`src/rtl/sw_debouncer_pkg.sv`:
```
// Shared constants and types for the switch debouncer.
// Board and simulation debounce depths live here.
package sw_debouncer_pkg;

  localparam int N_SW_DEF = 8;
  localparam int DEBOUNCE_CYCLES_BOARD = 500000;
  localparam int DEBOUNCE_CYCLES_SIM = 4;

  typedef enum logic {
    ST_STABLE,
    ST_PENDING
  } db_state_e;

endpackage

```
`src/rtl/sw_debounce_bit.sv`:
```
// One switch bit: 2-flop synchroniser, stability counter, clean output.
// SW_DEBOUNCER_BYPASS_EN drops the counter and forwards s2 directly.
module sw_debounce_bit
  import sw_debouncer_pkg::*;
#(
  parameter int DEBOUNCE_CYCLES = DEBOUNCE_CYCLES_SIM,
  parameter int CNT_W = $clog2(DEBOUNCE_CYCLES)
) (
  input  logic clk_i,
  input  logic rst_i,
  input  logic sw_i,
  output logic sw_o,
  output logic accepted_o
);

  logic s1_q;
  logic s2_q;
  logic sw_q;

  always_ff @(posedge clk_i or posedge rst_i) begin
    if (rst_i) begin
      s1_q <= 1'b0;
      s2_q <= 1'b0;
    end else begin
      s1_q <= sw_i;
      s2_q <= s1_q;
    end
  end

  assign sw_o = sw_q;

`ifdef SW_DEBOUNCER_BYPASS_EN

  assign accepted_o = s2_q ^ sw_q;

  always_ff @(posedge clk_i or posedge rst_i) begin
    if (rst_i) begin
      sw_q <= 1'b0;
    end else begin
      sw_q <= s2_q;
    end
  end

`else

  localparam logic [CNT_W-1:0] LAST = CNT_W'(DEBOUNCE_CYCLES - 1);

  db_state_e state;
  logic [CNT_W-1:0] cnt_q;
  logic [CNT_W-1:0] cnt_d;
  logic sw_d;

  always_ff @(posedge clk_i or posedge rst_i) begin
    if (rst_i) begin
      cnt_q <= '0;
      sw_q  <= 1'b0;
    end else begin
      cnt_q <= cnt_d;
      sw_q  <= sw_d;
    end
  end

  // State is implied by whether the synchronised level disagrees with sw_q.
  always_comb begin
    cnt_d      = cnt_q;
    sw_d       = sw_q;
    accepted_o = 1'b0;
    state      = (s2_q != sw_q) ? ST_PENDING : ST_STABLE;
    unique case (state)
      ST_STABLE: begin
        cnt_d = '0;
      end
      ST_PENDING: begin
        if (cnt_q == LAST) begin
          sw_d       = s2_q;
          cnt_d      = '0;
          accepted_o = 1'b1;
        end else begin
          cnt_d = cnt_q + 1'b1;
        end
      end
    endcase
  end

`endif

endmodule

```
`src/rtl/sw_debouncer.sv`:
```
// N_SW-bit switch debouncer with a one-cycle changed_o strobe.
// Define SW_DEBOUNCER_BYPASS_EN for a counter-free fast-sim build.
module sw_debouncer
  import sw_debouncer_pkg::*;
#(
  parameter int N_SW = N_SW_DEF,
  parameter int DEBOUNCE_CYCLES = DEBOUNCE_CYCLES_BOARD,
  parameter int CNT_W = $clog2(DEBOUNCE_CYCLES)
) (
  input  logic            clk_i,
  input  logic            rst_i,
  input  logic [N_SW-1:0] sw_i,
  output logic [N_SW-1:0] sw_o,
  output logic            changed_o
);

  logic [N_SW-1:0] accepted;

  for (genvar g = 0; g < N_SW; g++) begin : g_bit
    sw_debounce_bit #(
      .DEBOUNCE_CYCLES(DEBOUNCE_CYCLES),
      .CNT_W(CNT_W)
    ) u_bit (
      .clk_i(clk_i),
      .rst_i(rst_i),
      .sw_i(sw_i[g]),
      .sw_o(sw_o[g]),
      .accepted_o(accepted[g])
    );
  end

  // Registered alongside sw_o so the pulse lines up with the new word.
  always_ff @(posedge clk_i or posedge rst_i) begin
    if (rst_i) begin
      changed_o <= 1'b0;
    end else begin
      changed_o <= |accepted;
    end
  end

endmodule

```
`config.mk`:
```
export PLATFORM = sky130hd
export DESIGN_NAME = sw_debouncer
export DESIGN_NICKNAME = d
export VERILOG_FILES = /design/src/rtl/sw_debouncer_pkg.sv /design/src/rtl/sw_debounce_bit.sv /design/src/rtl/sw_debouncer.sv
export SDC_FILE = /design/constraint.sdc
export NUM_CORES = 1
export LEC_CHECK = 0
export CORE_ASPECT_RATIO = 0.6
export CORE_MARGIN = 1
export CORE_UTILIZATION = 50
export CTS_CLUSTER_SIZE = 12
export DETAILED_ROUTE_END_ITERATION = 12
export GPL_ROUTABILITY_DRIVEN = 1
export PLACE_DENSITY = 0.73
export SETUP_SLACK_MARGIN = 0.15
export SYNTH_ARGS = -nofsm -noshare
export SYNTH_HDL_FRONTEND = slang
export SYNTH_SLANG_ARGS = --single-unit
export TNS_END_PERCENT = 30
```
`constraint.sdc`:
```
create_clock -name clk_i -period 5.8 [get_ports clk_i]
set_input_delay 0.58 -clock clk_i [delete_from_list [all_inputs] [get_ports clk_i]]
set_output_delay 0.58 -clock clk_i [all_outputs]
set_load 0.01 [all_outputs]
```
==> Word level (Yosys, flattened, before mapping) <==
Cells that the tools add are included.
{ "word_totals": {"inputBits": 10, "reg_bits": 177} }
{ "op_classes": {"n_reduce_logical": 9, "addsub": 8, "n_eq_ne": 16, "muxes": 40, "bitwise": 8} }
{ "ops": {"columns": ["operator", "n"], "rows": [
  ["$pmux W19 S2", 8],
  ["$add A19 B1 Y19 const B", 8],
  ["$eq A19 B19 Y1 const B", 8],
  ["$mux W19", 8],
  ["$mux W1", 24],
  ["$reduce_and A2 Y1", 8],
  ["$ne A1 B1 Y1", 8],
  ["$not A1 Y1", 8],
  ["$reduce_or A8 Y1", 1]
]} }

==> Longest topological paths before layout <==
{ "logic_depth": {"word_depth": 4, "depth_mapped": 9} }

==> By module <==
Synthesis repeated with hierarchy kept, for this count alone.
{ "hier_totals": {"cells_unflattened": 853, "area_unflattened_um2": 8833.5} }
{ "by_module_without_submodules": {"columns": ["mod", "cells_per_inst", "instances", "area_each_um2"], "rows": [
  ["sw_debounce_bit", 106, 8, 1098.6],
  ["sw_debouncer", 5, 1, 45.0]
]} }

==> Worst setup path before layout <==
No wires, ideal clock.
{ "synth_path": {"path_type": "register to register", "start": "register g_bit[5].u_bit.cnt_q[0]", "end": "register g_bit[5].u_bit.cnt_q[10]", "period_less_slack_ns": 1.733, "setup_ns": 0.119, "setup_slack_ns": 4.067, "path_stages_with_launch": 10, "t_arrival_ns": 1.614, "path_cell_list": "dfrtp_1 > ha_1 > and3_1 > buf_2 > nand2_2 > nor4_2 > or2_1 > buf_4 > buf_6 > nor2_1"} }
{ "synth_between": {"elab_chain_len": 3, "elab_cells_between_ends": 4} }
{ "synth_rtl": {"columns": ["item", "line_no", "text"], "rows": [
  ["from (decl)", "sw_debounce_bit.sv:49", "logic [CNT_W-1:0] cnt_q;"],
  ["from (signal assigned)", "sw_debounce_bit.sv:58", "cnt_q <= cnt_d;"],
  ["$add A19 B1 Y19 / $eq A19 B19 Y1 (equally long branches)", "sw_debounce_bit.sv:79, sw_debounce_bit.sv:74", null],
  ["$mux W19 *", "sw_debounce_bit.sv:74", "if (cnt_q == LAST) begin"],
  ["$pmux W19 S2 *", "sw_debounce_bit.sv:69", "unique case (state)"],
  ["net g_bit[5].u_bit.cnt_d[10]", "sw_debounce_bit.sv:50", "logic [CNT_W-1:0] cnt_d;"]
]} }
The timed path passes the listed nets; every way through them passes the cells marked *.
A chain may end at the register's enable or synchronous reset.

==> Worst setup path after layout <==
{ "layout_path": {"start": "register g_bit[0].u_bit.cnt_q[9]", "end": "register g_bit[0].u_bit.cnt_q[2]"} }
{ "layout_between": {"elab_chain_len": 3} }
{ "layout_rtl": {"columns": ["item", "line_no"], "rows": [
  ["from (decl)", "sw_debounce_bit.sv:49"],
  ["from (signal assigned)", "sw_debounce_bit.sv:58"],
  ["$eq A19 B19 Y1", "sw_debounce_bit.sv:74"],
  ["$mux W19", "sw_debounce_bit.sv:74"],
  ["$pmux W19 S2", "sw_debounce_bit.sv:69"],
  ["net g_bit[0].u_bit.cnt_d[2]", "sw_debounce_bit.sv:50"]
]} }
The timed path passes the listed nets, and every way through them passes these cells.

==> summary.md <==
| Metric | Value |
|---|---|
| RSZ-0062 raised after global routing | false |
| Final Total Pwr | ~2500 uW |
| Leakage power | 0.00389 uW |
| Yosys top cell by area | dfrtp_1 |
| Hold Crit Depth | 0 |
| Worst setup SP type | flop |
| H-tree Lvls | 4 |
| GP Congestion | just over 0.8 |
| Drt drc | 0 |
| # setup viols final | 0 |
| Final Hold Fails | 0 |
| Port buffer count | 18 |
| Post-synth top area share | 53.6% |
| Most common cell in the netlist | nor2_1 |
| Post-synthesis cell count | between 800 and 900 |
| Final ANT Viol Nets | 0 |
| Number of enable flip-flop cells after synthesis | 0 |
| Final wirelength | 15300 um |
| Clock-pin slew of the registers on the worst-case setup and hold paths | 0.07 ns |
| CP Max Fanout | 19 |
| GR Util met2 | ~27% |
| Vias per cell | ~5.3 |
| Reg2Reg Depth | 5 |
| Asr flop ratio synth | 100% |
| Post-layout instance area | 9120 um^2 |
| Setup CP Type | reg2reg |
| Syn Std Cell Area | 8270 um^2 |
| Placed insts | just over 1000 |
| Global routing's busiest layer | met1 |
| Max Cap Viol | 0 |
| Filler Cell Count | 1316 |
| Initial DRC count | 410 |
| Placed Area | around 8500 um^2 |
| Clk buf depth | 2 |
| Gr usage total | 19.9% |
| Vias in the first global route | 5242 |
| Congestion Overflow GR | 0 |
| Die Y | 102 um |
| Global Route met1 Usage | 30.8% |
| Maximum vdd drop | 0.199 mV |
| GRT met3 Usage | 5.24% |
| Yosys warnings | 0 |
| Worst-Margin Slew | 0.829 ns |
| I/O pin cnt | 19 |
| Average cell area after synthesis | a little over 10 um^2 |
| Post-cts sizing count | 0 |
| Reg2reg start | g_bit[0].u_bit.cnt_q[9] |
| Initial antenna violation count | 0 |
| Outcome | finished, final reports clean |
| #FFs+latches synth | 177 |
| Worst Hold Path EP | g_bit[6].u_bit.s2_q |
| Endpoint class of the critical path | flop |
| Worst reg2reg path endpoint | g_bit[0].u_bit.cnt_q[2] |
| Critical path required time | between 6 and 7 ns |
| Layout area overhead | 10.3% |
| Worst Skew | between 0.01 and 0.015 ns |
| Sink Count | roughly 180 |
| Mapped Nets | 829 |
| Final period util | 38.6% |
| Die ar. | 17100 um^2 |
| Core Region | 15800 um^2 |
| Tmin final | 2.24 ns |
| CP arrival | 2.51 ns |
| Setup repair bufs after CTS | 0 |
| Hold_buf cts | 0 |
| N_diodes | 0 |
| Pwr/cell area | between 200 and 300 nW/um^2 |
| Initial core utilization | 52.5% |
| Via count | ~5500 |
| Setup slack, reg-to-reg | ~3.6 ns |
| WL/cell | approximately 15 um |
| Setup_tns | 0 ns |
| DP HPWL | 10100 um |
| Final Non-Filler Cells | about 1000 |
| Max-slew headroom | 43.3% |
| Fmax | 447 MHz |
| Largest net degree at the start of global routing | 67 |
| Most common library cells after synthesis | 181 x nor2_1, 177 x dfrtp_1, 82 x xor2_1 |
| Max Slew Vio Count | 0 |
| # rows | 35 |
| Clk_lat worst skew | between 0.4 and 0.5 ns |
| HP Class | reg2reg |
| Drt first pass iters | 5 |
| Synth Flop Type | dfrtp_1 |
| Share of layout cells above drive strength 1 | 6.81% |
| Sequential share of the synthesized area | between 50% and 60% |
| CTS root buffer | clkbuf_16 |
| Die width | 168 um |
| Library cells used by synthesis | 46 |
| Clock tree from TritonCTS | built |
| TritonCTS Buffers | 17 |
| Hold Crit Start | g_bit[6].u_bit.s1_q |
| First-pass GRT wire length | about 26000 um |
| Fin nets | 842 |
| Synth area leaders | dfrtp_1 54%, xor2_1 8.7%, nor2_1 8.2% |
[per-layer routing]
layer	share of wire (%)	up-vias	wire, um
li1	-	2756	-
met4	0.83	0	127
met5	0	-	0
met2	40	86	6090
met3	3.8	12	579
met1	56	2628	8500
[power breakdown]
part	internal, uW	switching [uW]
logic	22.5	55.4
clock network	608	529
registers	1250	18.0
[cells by family after synthesis]
family	Yosys count	synth area share, %
compound gates	7	0.636
xor+xnor	142	15.0
fa+ha+maj	8	1.21
buf+inv	44	2.97
flops	177	53.6
mux	8	1.09
simple gates	425	25.5
[area by class of cell]
| cell class | instances | area (um^2) | area share [%] |
|---|---|---|---|
| clock buffers | 18 | 429 | 4.70 |
| clock inverters | 14 | 146 | 1.60 |
| inverters | 18 | 72.6 | 0.796 |
| multi-input cells | 590 | 3600 | 39.4 |
| flip-flops and latches | 177 | 4430 | 48.6 |
| well taps | 203 | 254 | 2.78 |
| repair buffers | 20 | 195 | 2.14 |
[worst max-delay path, cell delays in order (launching register included)]
cell and delay, ns:
dfrtp_1 0.43, nor4b_1 0.34, nand4_1 0.13, nor3_1 0.38, nand2b_1 0.64, nor2_1 0.16
[cell usage in the layout (no fill, tap or decap), types with 10 or more instances in the layout]
master | netlist | routed
nor4b_1 | 10 | 10
and4_1 | 15 | 15
dfrtp_1 | 177 | 177
nand2_1 | 46 | 46
xnor2_1 | 60 | 60
xor2_1 | 82 | 82
and3_1 | 22 | 22
nor2_1 | 181 | 181
inv_1 | 18 | 17
nand4_1 | 36 | 36
clkbuf_16 | 0 | 17
nand3_1 | 58 | 58
clkdlybuf4s50_1 | 0 | 18
nor3_1 | 18 | 18
nor4_1 | 11 | 11
[worst max-delay path by stage]
stage	end	depth (start not counted)	from
finish	g_bit[0].u_bit.cnt_q[2]	5	g_bit[0].u_bit.cnt_q[9]
global route	g_bit[0].u_bit.cnt_q[2]	5	g_bit[0].u_bit.cnt_q[9]
CTS	g_bit[0].u_bit.cnt_q[2]	5	g_bit[0].u_bit.cnt_q[9]
detailed placement	g_bit[1].u_bit.cnt_q[3]	3	rst_i
global placement	g_bit[0].u_bit.cnt_q[13]	3	rst_i
floorplan	changed_o	1	rst_i
[metrics by stage]
stage | util, % | setup WS (ns) | hold WS (ns)
global placement | 54.2 | 3.46 | 0.333
finish | 57.9 | 3.56 | 0.348
CTS | 57.9 | 3.47 | 0.349
detailed placement | 54.2 | 3.46 | 0.335
global route | 57.9 | 3.30 | 0.365
floorplan | - | 0.418 | 0.331
[registers in the layout, summed over array words and instances, names as in the netlist]
register,count
g_bit.u_bit.sw_o,8
changed_o,1
g_bit.u_bit.cnt_q,152
g_bit.u_bit.s1_q,8
g_bit.u_bit.s2_q,8
(Power assumes the default switching activity.)
